<file path="src/rtl/ddr_arb_pkg.sv">
`default_nettype none
// ============================================================================
// Module   : ddr_arb_pkg
// Brief    : Shared FSM encoding and rotating-priority pick for DDR arbiters.
// Revision : 1.0
// ============================================================================
package ddr_arb_pkg;

    typedef enum logic [1:0] {
        ST_IDLE = 2'd0,
        ST_REQ  = 2'd1,
        ST_BUSY = 2'd2
    } state_t;

    localparam int N_REQ_DEF = 3;
    localparam int MAX_REQ   = 8;

    // Walk downward so the lowest rotated offset from ptr overwrites last and wins.
    function automatic logic [MAX_REQ-1:0] rr_onehot(input logic [MAX_REQ-1:0] req,
                                                     input int ptr,
                                                     input int n);
        logic [MAX_REQ-1:0] oh;
        int                 idx;
        logic [2:0]         idx3;
        oh = '0;
        for (int k = MAX_REQ - 1; k >= 0; k--) begin
            if (k < n) begin
                idx  = (ptr + k) % n;
                idx3 = idx[2:0];
                if (req[idx3]) begin
                    oh = MAX_REQ'(1) << idx3;
                end
            end
        end
        return oh;
    endfunction

endpackage
`default_nettype wire

</file>
<file path="src/rtl/rr_pick.sv">
`default_nettype none
// ============================================================================
// Module   : rr_pick
// Brief    : Combinational rotating-priority encoder (one-hot winner + index).
// Revision : 1.0
// ============================================================================
module rr_pick
    import ddr_arb_pkg::*;
#(
    parameter int N_REQ = N_REQ_DEF,
    parameter int PTR_W = (N_REQ > 1) ? $clog2(N_REQ) : 1
) (
    input  logic [N_REQ-1:0] i_req,
    input  logic [PTR_W-1:0] i_ptr,
    output logic [N_REQ-1:0] o_gnt,
    output logic [PTR_W-1:0] o_idx,
    output logic             o_valid
);

    logic [MAX_REQ-1:0] w_req_ext;
    logic [MAX_REQ-1:0] w_oh_ext;

    always_comb begin
        w_req_ext              = '0;
        w_req_ext[N_REQ-1:0]   = i_req;
        w_oh_ext               = rr_onehot(w_req_ext, int'(i_ptr), N_REQ);
        o_gnt                  = w_oh_ext[N_REQ-1:0];
        o_valid                = |w_oh_ext;
        o_idx                  = '0;
        for (int i = 0; i < N_REQ; i++) begin
            if (w_oh_ext[i]) begin
                o_idx = PTR_W'(i);
            end
        end
    end

endmodule
`default_nettype wire

</file>
<file path="src/rtl/ddr_rd_arbiter.sv">
`default_nettype none
// ============================================================================
// Module   : ddr_rd_arbiter
// Brief    : Round-robin arbiter for one DDR read channel; optional watchdog
//            enabled by DDR_RD_ARB_WATCHDOG_EN.
// Revision : 1.0
// ============================================================================
module ddr_rd_arbiter
    import ddr_arb_pkg::*;
#(
    parameter int N_REQ      = N_REQ_DEF,
    parameter int ADDR_WIDTH = 27,
    parameter int LEN_WIDTH  = 16,
    parameter int DQ_WIDTH   = 32,
    parameter int TIMEOUT    = 4096
) (
    input  logic                        ddr_clk,
    input  logic                        ddr_rstn,
    input  logic [N_REQ-1:0]            req,
    input  logic [N_REQ*ADDR_WIDTH-1:0] req_addr,
    input  logic [N_REQ*LEN_WIDTH-1:0]  req_len,
    output logic [N_REQ-1:0]            gnt,
    output logic [N_REQ-1:0]            gnt_rdata_en,
    output logic [N_REQ-1:0]            gnt_rdone,
    output logic                        ddr_rd_req,
    output logic [ADDR_WIDTH-1:0]       ddr_raddr,
    output logic [LEN_WIDTH-1:0]        ddr_rd_len,
    input  logic                        ddr_rd_ack,
    input  logic                        ddr_rdata_en,
    input  logic                        ddr_rdone,
    output logic                        arb_err
);

    localparam int PTR_W = (N_REQ > 1) ? $clog2(N_REQ) : 1;

    state_t                  r_state;
    state_t                  w_next;
    logic [N_REQ-1:0]        r_gnt;
    logic [PTR_W-1:0]        r_ptr;
    logic [PTR_W-1:0]        r_idx;
    logic [ADDR_WIDTH-1:0]   r_raddr;
    logic [LEN_WIDTH-1:0]    r_len;
    logic                    r_rd_req;
    logic [N_REQ-1:0]        w_pick_gnt;
    logic [PTR_W-1:0]        w_pick_idx;
    logic                    w_pick_valid;
    logic                    w_grant;
    logic                    w_release;
    logic                    w_wd_fire;
    logic [PTR_W-1:0]        w_ptr_nxt;

    // Elaboration-only marker for configurations outside the supported range.
    if ((DQ_WIDTH < 1) || (TIMEOUT < 2)) begin : g_cfg_unsupported
    end

    rr_pick #(
        .N_REQ (N_REQ),
        .PTR_W (PTR_W)
    ) u_pick (
        .i_req   (req),
        .i_ptr   (r_ptr),
        .o_gnt   (w_pick_gnt),
        .o_idx   (w_pick_idx),
        .o_valid (w_pick_valid)
    );

    always_ff @(posedge ddr_clk or negedge ddr_rstn) begin
        if (!ddr_rstn) begin
            r_state <= ST_IDLE;
        end else begin
            r_state <= w_next;
        end
    end

    always_comb begin
        w_next    = r_state;
        w_grant   = 1'b0;
        w_release = 1'b0;
        case (r_state)
            ST_IDLE: begin
                if (w_pick_valid) begin
                    w_grant = 1'b1;
                    w_next  = ST_REQ;
                end
            end
            ST_REQ: begin
                // Done coincident with ack completes the burst in one step.
                if (w_wd_fire || (ddr_rd_ack && ddr_rdone)) begin
                    w_release = 1'b1;
                    w_next    = ST_IDLE;
                end else if (ddr_rd_ack) begin
                    w_next    = ST_BUSY;
                end
            end
            ST_BUSY: begin
                if (w_wd_fire || ddr_rdone) begin
                    w_release = 1'b1;
                    w_next    = ST_IDLE;
                end
            end
            default: w_next = ST_IDLE;
        endcase
    end

    assign w_ptr_nxt = (r_idx == PTR_W'(N_REQ - 1)) ? '0 : r_idx + 1'b1;

    always_ff @(posedge ddr_clk or negedge ddr_rstn) begin
        if (!ddr_rstn) begin
            r_gnt    <= '0;
            r_ptr    <= '0;
            r_idx    <= '0;
            r_raddr  <= '0;
            r_len    <= '0;
            r_rd_req <= 1'b0;
        end else begin
            r_rd_req <= (r_state == ST_REQ) && (w_next == ST_REQ);
            if (w_grant) begin
                r_gnt   <= w_pick_gnt;
                r_idx   <= w_pick_idx;
                r_raddr <= req_addr[int'(w_pick_idx)*ADDR_WIDTH +: ADDR_WIDTH];
                r_len   <= req_len[int'(w_pick_idx)*LEN_WIDTH +: LEN_WIDTH];
            end else if (w_release) begin
                r_gnt <= '0;
                r_ptr <= w_ptr_nxt;
            end
        end
    end

`ifdef DDR_RD_ARB_WATCHDOG_EN
    localparam int WD_W = $clog2(TIMEOUT + 1);

    logic [WD_W-1:0] r_wd_cnt;
    logic            r_arb_err;

    assign w_wd_fire = (r_state != ST_IDLE) && (r_wd_cnt == WD_W'(TIMEOUT - 1));

    always_ff @(posedge ddr_clk or negedge ddr_rstn) begin
        if (!ddr_rstn) begin
            r_wd_cnt  <= '0;
            r_arb_err <= 1'b0;
        end else begin
            if (w_next != r_state) begin
                r_wd_cnt <= '0;
            end else if (r_state != ST_IDLE) begin
                r_wd_cnt <= r_wd_cnt + 1'b1;
            end
            if (w_wd_fire) begin
                r_arb_err <= 1'b1;
            end
        end
    end

    assign arb_err = r_arb_err;
`else
    assign w_wd_fire = 1'b0;
    assign arb_err   = 1'b0;
`endif

    assign gnt          = r_gnt;
    assign ddr_rd_req   = r_rd_req;
    assign ddr_raddr    = r_raddr;
    assign ddr_rd_len   = r_len;
    assign gnt_rdone    = w_release ? r_gnt : '0;
    assign gnt_rdata_en = ((r_state == ST_BUSY) && ddr_rdata_en) ? r_gnt : '0;

endmodule
`default_nettype wire

</file>
<file path="config.mk">
export PLATFORM = sky130hd
export DESIGN_NAME = ddr_rd_arbiter
export DESIGN_NICKNAME = d
export VERILOG_FILES = /design/src/rtl/ddr_arb_pkg.sv /design/src/rtl/rr_pick.sv /design/src/rtl/ddr_rd_arbiter.sv
export SDC_FILE = /design/constraint.sdc
export NUM_CORES = 1
export LEC_CHECK = 0
export CORE_UTILIZATION = 39
export DETAILED_ROUTE_END_ITERATION = 8
export GPL_TIMING_DRIVEN = 0
export PLACE_DENSITY = 0.85
export SLEW_MARGIN = 20
export SYNTH_ARGS = -nofsm -noshare
export SYNTH_HDL_FRONTEND = slang
export SYNTH_SLANG_ARGS = --single-unit
export TNS_END_PERCENT = 100
</file>
<file path="constraint.sdc">
create_clock -name ddr_clk -period 4.1 [get_ports ddr_clk]
set_clock_uncertainty 0.2 [all_clocks]
set_input_delay 0.82 -clock ddr_clk [delete_from_list [all_inputs] [get_ports ddr_clk]]
set_output_delay 0.82 -clock ddr_clk [all_outputs]
set_load 0.02 [all_outputs]
</file>
==> results of run 1 <==
-- kinds of logic (layout without fill, tap and decap cells) --
family / Yosys count / in the layout
AO/OA/AOI/OAI: 114 / 114
XOR/XNOR: 1 / 1
adder cells (fa/ha/maj): 12 / 12
buffers and inverters: 33 / 230
flip-flops: 53 / 53
multiplexers: 48 / 48
other: 1 / 1
AND/OR/NAND/NOR: 71 / 71
-- cells in the final DEF (no fill, tap or decap), types with 2 or more instances in the layout --
cell type | Yosys | final
clkdlybuf4s50_1 | 0 | 188
dfrtp_1 | 53 | 53
nor2_1 | 48 | 48
mux2i_1 | 46 | 46
a21o_1 | 46 | 46
a211oi_1 | 44 | 44
clkbuf_1 | 11 | 12
ha_1 | 12 | 12
buf_2 | 9 | 9
inv_1 | 8 | 8
buf_4 | 5 | 6
nand2_1 | 5 | 5
clkbuf_8 | 0 | 5
o21ai_0 | 4 | 4
nand2b_1 | 4 | 4
and3_1 | 4 | 4
and2_1 | 4 | 4
a22o_1 | 4 | 4
o21ai_1 | 2 | 2
nor2b_1 | 2 | 2
a2111oi_0 | 2 | 2
a21oi_1 | 2 | 2
clkinvlp_4 | 0 | 2
-- per-stage QoR --
stage          hold WS (ns)  instances
2_1_floorplan         0.280        333
3_3_place_gp          0.259        627
3_5_place_dp          0.265        627
4_1_cts               0.286        635
5_1_grt               0.300        635
6_report              0.282        635
-- power groups by stage --
| stage | registers (mW) | logic, mW | clock network (mW) |
|---|---|---|---|
| after floorplan | 1.25 | 2.04 | 0 |
| after global routing | 1.01 | 3.82 | 0.326 |
| final | 0.978 | 3.49 | 0.295 |
| after detailed placement | 0.986 | 3.52 | 0 |
| after CTS | 0.979 | 3.53 | 0.304 |
| after global placement | 0.976 | 3.41 | 0 |
-- layout make-up --
type,instances,area share
Buffer,25,0.0229
Sequential cell,53,0.245
Clock inverter,2,0.00277
Timing Repair Buffer,189,0.349
Clock buffer,6,0.0134
Tap cell,105,0.0242
Inverter,8,0.00554
Multi-Input combinational cell,247,0.338
-- state kept, by name, indices dropped and copies added (netlist names) --
signal / count
r_state: 2
ddr_rd_len: 16
r_ptr: 2
ddr_rd_req: 1
ddr_raddr: 27
r_idx: 2
gnt: 3
-- what timing repair did --
action	in CTS	in global routing
setup endpoints to repair	0	29
hold endpoints to repair	0	0
gates resized for setup	0	1
-- metal layers --
layer	global-route usage	up-vias	wire length, um
li1	-	1603	-
met1	0.283	1604	3950
met2	0.414	135	5350
met3	0.0550	18	644
met4	0.0859	0	248
met5	0	-	0
-- critical path: cells and delay by family --
kind            cells  cell delay [ns]
compound gates      4             0.79
simple gates        2             0.53
buf+inv             3             1.21
mux                 1             0.26
-- worst max-delay path by stage --
stage               startpoint             to  slack (ns)
floorplan             r_ptr[0]  ddr_raddr[24]        1.11
global placement        req[2]  ddr_raddr[11]        0.09
detailed placement      req[2]  ddr_raddr[11]      -0.005
CTS                   r_ptr[0]  ddr_raddr[11]        0.26
global route          r_ptr[0]  ddr_raddr[11]        0.11
finish                  req[1]  ddr_raddr[25]        0.47
==> flow_summary.toml, run 1 <==
[sta]
setup_violations = 0
worstMarginPinSlew_ns = 0.742
rsz0062_at_grt = "no"
relSlewSlack = 0.492
setup_ws_ns = 0.475
min_period_ns = 3.63
hold_viol_final = 0
tns_ns = 0
max_freq_mhz = 276
finalCritPeriodShare = 0.884
drv_slew = 0

[drt]
avgRoutedWirePerCell_um = 16.1
via_per_inst = 5.29
ant_nets = 0
drt_iter0_markers = 101
first_pass_iters = 4
wirelength_um = 10200
drc_errors = 0
num_vias = 3360

[grt]
grt_pass1_wl_um = 16200
grt_max_degree = 54
overflow = 0
grt_use_total = 0.237
grt_pass1_vias = 3439
antenna_found_initial = 0

[worst_setup_path]
start_kind = "input port"
crit_path_max_fanout = 10
critPathCaptureType = "flip-flop"
cp_slowest_cell = "clkdlybuf4s50_1"
reg2reg_to = "ddr_raddr[25]"
reg2reg_depth = 11
critPathRequiredTime_ns = 4.09
reg2reg_slack_ns = 0.54
max_stage_delay_ns = 0.52
path_cells = "clkdlybuf4s50_1, or3b_1, o21ai_1, and2_1, a2bb2oi_1, buf_2, buf_4, mux2i_1, a211oi_1, a21o_1"
crit_type = "input port to flip-flop"
r2r_start = "r_ptr[1]"
worst_ep_arrival_time_ns = 3.62

[die]
die_area_um2 = 8850
rows = 33
die_w_um = 94.1
io_pins = 191
die_h_um = 94.1
start_util = 0.402
fp.coreArea_um2 = 8220

[yosys]
muxShareOfSynthArea = 0.146
syn-cell-area_um2 = 3310
synth_fa_ha_area_frac = 0.0454
avgSynthCellArea_um2 = 9.93
yosys_register_bits = 53
synth_top_area_share = 0.401
synth-simple-area-share = 0.0961
synth-compound-area-share = 0.261
synth_top_family_by_area = "compound AO/OA/AOI/OAI gates"
synthCells = 333
synth_fp_nets = 482
synth_commonest_cells = "53 x dfrtp_1, 48 x nor2_1, 46 x a21o_1, 46 x mux2i_1, 44 x a211oi_1"
yosys_warnings = 0
yosys.area.top_type = "dfrtp_1"
ys.flop_type = "dfrtp_1"
synth_edf_count = 0
synth_xor_area_frac = 0.00265
synth-seq-area-share = 0.401
synthDistinctLibCells = 38
synth_most_common_cell = "dfrtp_1"
async_flop_share = 1.00
netlist_top_cells_area = "dfrtp_1 40%, mux2i_1 14%, a21o_1 10%"

[run_status]
status = "completed"

[cells_and_area]
postLayoutCellArea_um2 = 5420
fin_util = 0.660
seqCellArea_um2 = 1330
multiInputGateArea_um2 = 1830
area_growth_pct = 63.9
fill_cells = 675
fin_nets = 678
drive_gt1_frac = 0.0472
num_antenna_cells = 0

[worst_hold_path]
min_to = "ddr_raddr[4]"
min_path_cells = 1
hold_path_class = "flip-flop to flip-flop"
min-delay-start = "ddr_raddr[4]"

[pwr]
seqPwrFrac = 0.205
combPwrFrac = 0.733
power.leakage_nw = 2.44
intPower_mw = 2.51
peakVddDrop_mv = 0.376
power.density_nw_per_um2 = 879
p_switching_mw = 2.25
p_total_mw = 4.76
pwr-share-clk = 0.062
p_sw_frac = 0.473

[clock_tree]
cts.hold.buffers_added = 0
root_buffer = "clkbuf_8"
path_clk_slew_ns = 0.10
h-tree-depth = 2
clockBufferDepth = 2
cts_buffers = 5
cts_sinks = 53
clock_latency_ns = 0.30
postCtsSetupBuffers = 0
cts_tree = "built"

[place]
placed_cell_area_um2 = 5330
place_ws_ns = -0.00458
gp_congestion = 0.891
dp_hpwl_um = 8000
port_buffers = 189

[flow_run]
drv_cap = 0
Power figures use the tool's default switching activity.
==> run 2: changes to the inputs <==
- RECOVER_POWER: default -> 25
==> run 2 against run 1 <==
- sequential power about the same
- combinational power about the same
- die area unchanged
- setup slack got worse by 0.0033 ns
- count of clock-buffer cells in the layout unchanged
- the flow now finishes with violations (max-capacitance violations, max-slew violations)
- via count decreased by 0.12%
- register-to-register slack about the same
- largest cell class unchanged
- critical path type unchanged
==> flow_summary.toml, run 2 (synthesis results as in run 1) <==
[run_status]
status = "complete, but fails checks"
failed_checks = "max-capacitance violations, max-slew violations"

[sta]
drv_slew = 54
worstMarginPinSlew_ns = 2.90
holdWs_ns = 0.282
relSlewSlack = -0.931
setup_ws_ns = 0.472
finalCritPeriodShare = 0.885
rsz0062_at_grt = "no"
setup_violations = 0
max_freq_mhz = 276
min_period_ns = 3.63
hold_viol_final = 0
tns_ns = 0

[worst_setup_path]
crit_type = "input port to flip-flop"
path_cells = "clkdlybuf4s50_1, or3b_1, o21ai_1, and2_1, a2bb2oi_1, buf_2, buf_4, mux2i_1, a211oi_1, a21o_1"
critPathCaptureType = "flip-flop"
max_stage_delay_ns = 0.52
cp_slowest_cell = "clkdlybuf4s50_1"
start_kind = "input port"
crit_path_max_fanout = 10
reg2reg_slack_ns = 0.54
critPathRequiredTime_ns = 4.09
critPathLaunch = "req[1]"
r2r_start = "r_ptr[1]"
worst_ep_arrival_time_ns = 3.62

[pwr]
peakVddDrop_mv = 0.376
power.leakage_nw = 2.43
power.density_nw_per_um2 = 879

[clock_tree]
clockBufferDepth = 2
root_buffer = "clkbuf_8"
cts_sinks = 53
clock_latency_ns = 0.30
path_clk_slew_ns = 0.09
h-tree-depth = 2
cts_tree = "built"
cts.hold.buffers_added = 0
cts_buffers = 5

[place]
place_ws_ns = -0.00458
dp_hpwl_um = 8000
gp_congestion = 0.891
placed_cell_area_um2 = 5330
port_buffers = 189

[die]
rows = 33
die_h_um = 94.1
fp.coreArea_um2 = 8220
die_w_um = 94.1
die_area_um2 = 8850
io_pins = 191
start_util = 0.402

[drt]
ant_nets = 0
first_pass_iters = 4
wirelength_um = 10200
via_per_inst = 5.29
drt_iter0_markers = 92
drc_errors = 0
num_vias = 3356
avgRoutedWirePerCell_um = 16.1

[cells_and_area]
fill_cells = 677
drive_gt1_frac = 0.0453
fin_util = 0.659
mostFrequentLayoutCells = "188 x clkdlybuf4s50_1, 53 x dfrtp_1, 48 x nor2_1"
num_antenna_cells = 0
postLayoutCellArea_um2 = 5420
fin_nets = 678
area_growth_pct = 63.8
largest_reg_flops = 27
final_common_cell = "clkdlybuf4s50_1"

[worst_hold_path]
hold_path_class = "flip-flop to flip-flop"
min-delay-start = "ddr_raddr[4]"

[grt]
antenna_found_initial = 0
overflow = 0
grt_max_degree = 54
grt_use_total = 0.237
grt_pass1_wl_um = 16200
grt_pass1_vias = 3439

[flow_run]
drv_cap = 1
-- run 2: changes by cell type in the layout (fill, tap and decap cells not counted) --
cell,before,now
buf_4,6,5
clkbuf_1,12,13
-- run 2: per-stage QoR --
stage          cells  total power, mW
6_report         635             4.76
5_1_grt          635             5.15
4_1_cts          635             4.81
3_5_place_dp     627             4.51
3_3_place_gp     627             4.38
2_1_floorplan    333             3.29
-- run 2: layout make-up --
cell class                 instances  area, um2  share of cell area
timing repair buffer             189       1890               0.348
multi-input combinational        247       1830               0.338
sequential                        53       1330               0.245
tap                              105        131              0.0243
buffer                            25        124              0.0229
clock buffer                       6       72.6              0.0134
inverter                           8       30.0             0.00555
clock inverter                     2       15.0             0.00277
-- run 2: worst paths after layout --
kind,to,cells after the start
setup / recovery,ddr_raddr[25],10
min in group asynchronous,ddr_raddr[8],1
hold / removal,ddr_raddr[4],1
hold reg to reg,ddr_raddr[4],1
max in group asynchronous,ddr_raddr[19],1
setup reg to reg,ddr_raddr[25],11
-- run 2: where the power goes --
| group | internal, mW | switching [mW] | total [mW] |
|---|---|---|---|
| Combinational | 1.57 | 1.92 | 3.49 |
| Clock | 0.121 | 0.173 | 0.294 |
| Sequential | 0.818 | 0.160 | 0.977 |
| Total | 2.51 | 2.25 | 4.76 |
-- run 2: critical path, delay by kind of cell --
kind / cells / cell delay [ns]
buffers and inverters: 3 / 1.21
AOI/OAI and AO/OA: 4 / 0.79
and+or+nand+nor: 2 / 0.53
muxes: 1 / 0.26
-- run 2: what timing repair did --
action,CTS,global route
endpoints found under the setup margin,0,29
buffers inserted,0,0
gates resized for setup,0,1
-- run 2: layer usage --
layer,up-vias,GRT usage,part of all wire
met3,18,0.0550,0.064
met1,1600,0.283,0.39
li1,1603,-,-
met5,-,0,0
met4,0,0.0859,0.024
met2,135,0.414,0.53
==> run 3: changes to the inputs <==
- CORE_MARGIN: default -> 2
- SKIP_LAST_GASP: default -> 1
==> run 3 against run 2 <==
- count of clock-buffer cells in the layout grew 1
- the run still ends with max-capacitance violations, max-slew violations left
- critical endpoint is now ddr_raddr[9]
- routed wire length grew 0.85%
- global-route usage shrank 1.3 points
==> flow_summary.toml, run 3 (synthesis results as in run 1) <==
[clock_tree]
cts_sinks = 53
cts_tree = "built"
clockBufferDepth = 2
clock_latency_ns = 0.30
path_clk_slew_ns = 0.10
postCtsSetupBuffers = 0
postCtsResizedCells = 0
cts.hold.buffers_added = 0
cts_buffers = 5
h-tree-depth = 2
root_buffer = "clkbuf_8"

[grt]
antenna_found_initial = 0
grt_pass1_wl_um = 15900
grt_max_degree = 54
grt_use_total = 0.224
overflow = 0
grt_pass1_vias = 3254

[run_status]
status = "complete, but fails checks"
failed_checks = "max-capacitance violations, max-slew violations"

[drt]
first_pass_iters = 4
drc_errors = 0
wirelength_um = 10300
via_per_inst = 5.22
num_vias = 3313
drt_iter0_markers = 93
ant_nets = 0
avgRoutedWirePerCell_um = 16.2

[cells_and_area]
fin_util = 0.660
area_growth_pct = 64.1
num_antenna_cells = 0
mostFrequentLayoutCells = "188 x clkdlybuf4s50_1, 53 x dfrtp_1, 48 x nor2_1"
fin_nets = 678
final_common_cell = "clkdlybuf4s50_1"
largest_reg_flops = 27
drive_gt1_frac = 0.0453
postLayoutCellArea_um2 = 5420
fill_cells = 683

[sta]
rsz0062_at_grt = "no"
relSlewSlack = -0.913
max_freq_mhz = 268
setup_ws_ns = 0.373
drv_slew = 54
holdWs_ns = 0.283
hold_viol_final = 0
finalCritPeriodShare = 0.909
tns_ns = 0
worstMarginPinSlew_ns = 2.87
min_period_ns = 3.73
setup_violations = 0

[worst_setup_path]
critPathCaptureType = "flip-flop"
worst_ep_arrival_time_ns = 3.73
crit_path_max_fanout = 10
crit_type = "flip-flop to flip-flop"
start_kind = "flip-flop"
reg2reg_depth = 10
critPathRequiredTime_ns = 4.10

[place]
placed_cell_area_um2 = 5330
dp_hpwl_um = 8210
place_ws_ns = 0.150
port_buffers = 189
gp_congestion = 0.905

[worst_hold_path]
min_path_cells = 1
hold_path_class = "flip-flop to flip-flop"

[die]
die_w_um = 96.1
die_area_um2 = 9230
fp.coreArea_um2 = 8220
io_pins = 191
start_util = 0.402
rows = 33
die_h_um = 96.1

[pwr]
peakVddDrop_mv = 0.475
power.leakage_nw = 2.45
power.density_nw_per_um2 = 884

[flow_run]
drv_cap = 1
[run 3: cell count changes in the layout (fill, tap and decap cells not counted), sizes merged]
| cell | delta |
|---|---|
| clkinvlp | -2 |
| clkinv | +1 |
| clkbuf | +1 |
[run 3: final timing paths]
check                      slack [ns]    startpoint            end
setup / recovery                 0.37      r_ptr[0]   ddr_raddr[9]
hold / removal                   0.28  ddr_raddr[9]   ddr_raddr[9]
setup reg to reg                 0.37      r_ptr[0]   ddr_raddr[9]
hold reg to reg                  0.28  ddr_raddr[9]   ddr_raddr[9]
max in group asynchronous        0.85      ddr_rstn  ddr_raddr[20]
min in group asynchronous        1.23      ddr_rstn   ddr_raddr[7]
[run 3: through the flow]
| stage | instances | total power [mW] |
|---|---|---|
| 6_report | 635 | 4.79 |
| 5_1_grt | 635 | 5.17 |
| 4_1_cts | 635 | 4.83 |
| 3_5_place_dp | 627 | 4.50 |
| 3_3_place_gp | 627 | 4.39 |
| 2_1_floorplan | 333 | 3.29 |
[run 3: report_power, final]
| group | switching, mW | internal (mW) | leakage (nW) | total (mW) |
|---|---|---|---|---|
| combinational | 1.91 | 1.57 | 1.75 | 3.48 |
| clock | 0.172 | 0.153 | 0.0542 | 0.325 |
| sequential | 0.166 | 0.818 | 0.650 | 0.984 |
[run 3: worst max-delay path: stages, from the launching register on]
cell	delay (ns)
dfrtp_1	0.46
inv_1	0.15
ha_1	0.31
nor2b_1	0.09
xnor2_1	0.39
a2111oi_0	0.23
o31ai_1	0.70
clkbuf_1	0.49
buf_2	0.32
a211oi_1	0.11
a21o_1	0.16
[run 3: metal layers]
layer,wire length [um],vias up,track usage
met1,4100,1563,0.272
met3,725,10,0.0564
met4,119,0,0.0488
li1,-,1605,-
met5,0,-,0
met2,5340,135,0.399
[run 3: area by class of cell]
cell class / count / area [um2] / area share
clock buffer: 7 / 96.3 / 0.0178
buffer: 25 / 124 / 0.0228
clock inverter: 1 / 5.00 / 0.000923
multi-input combinational: 247 / 1830 / 0.337
inverter: 8 / 30.0 / 0.00554
timing repair buffer: 189 / 1890 / 0.348
sequential: 53 / 1330 / 0.245
tap: 105 / 131 / 0.0242
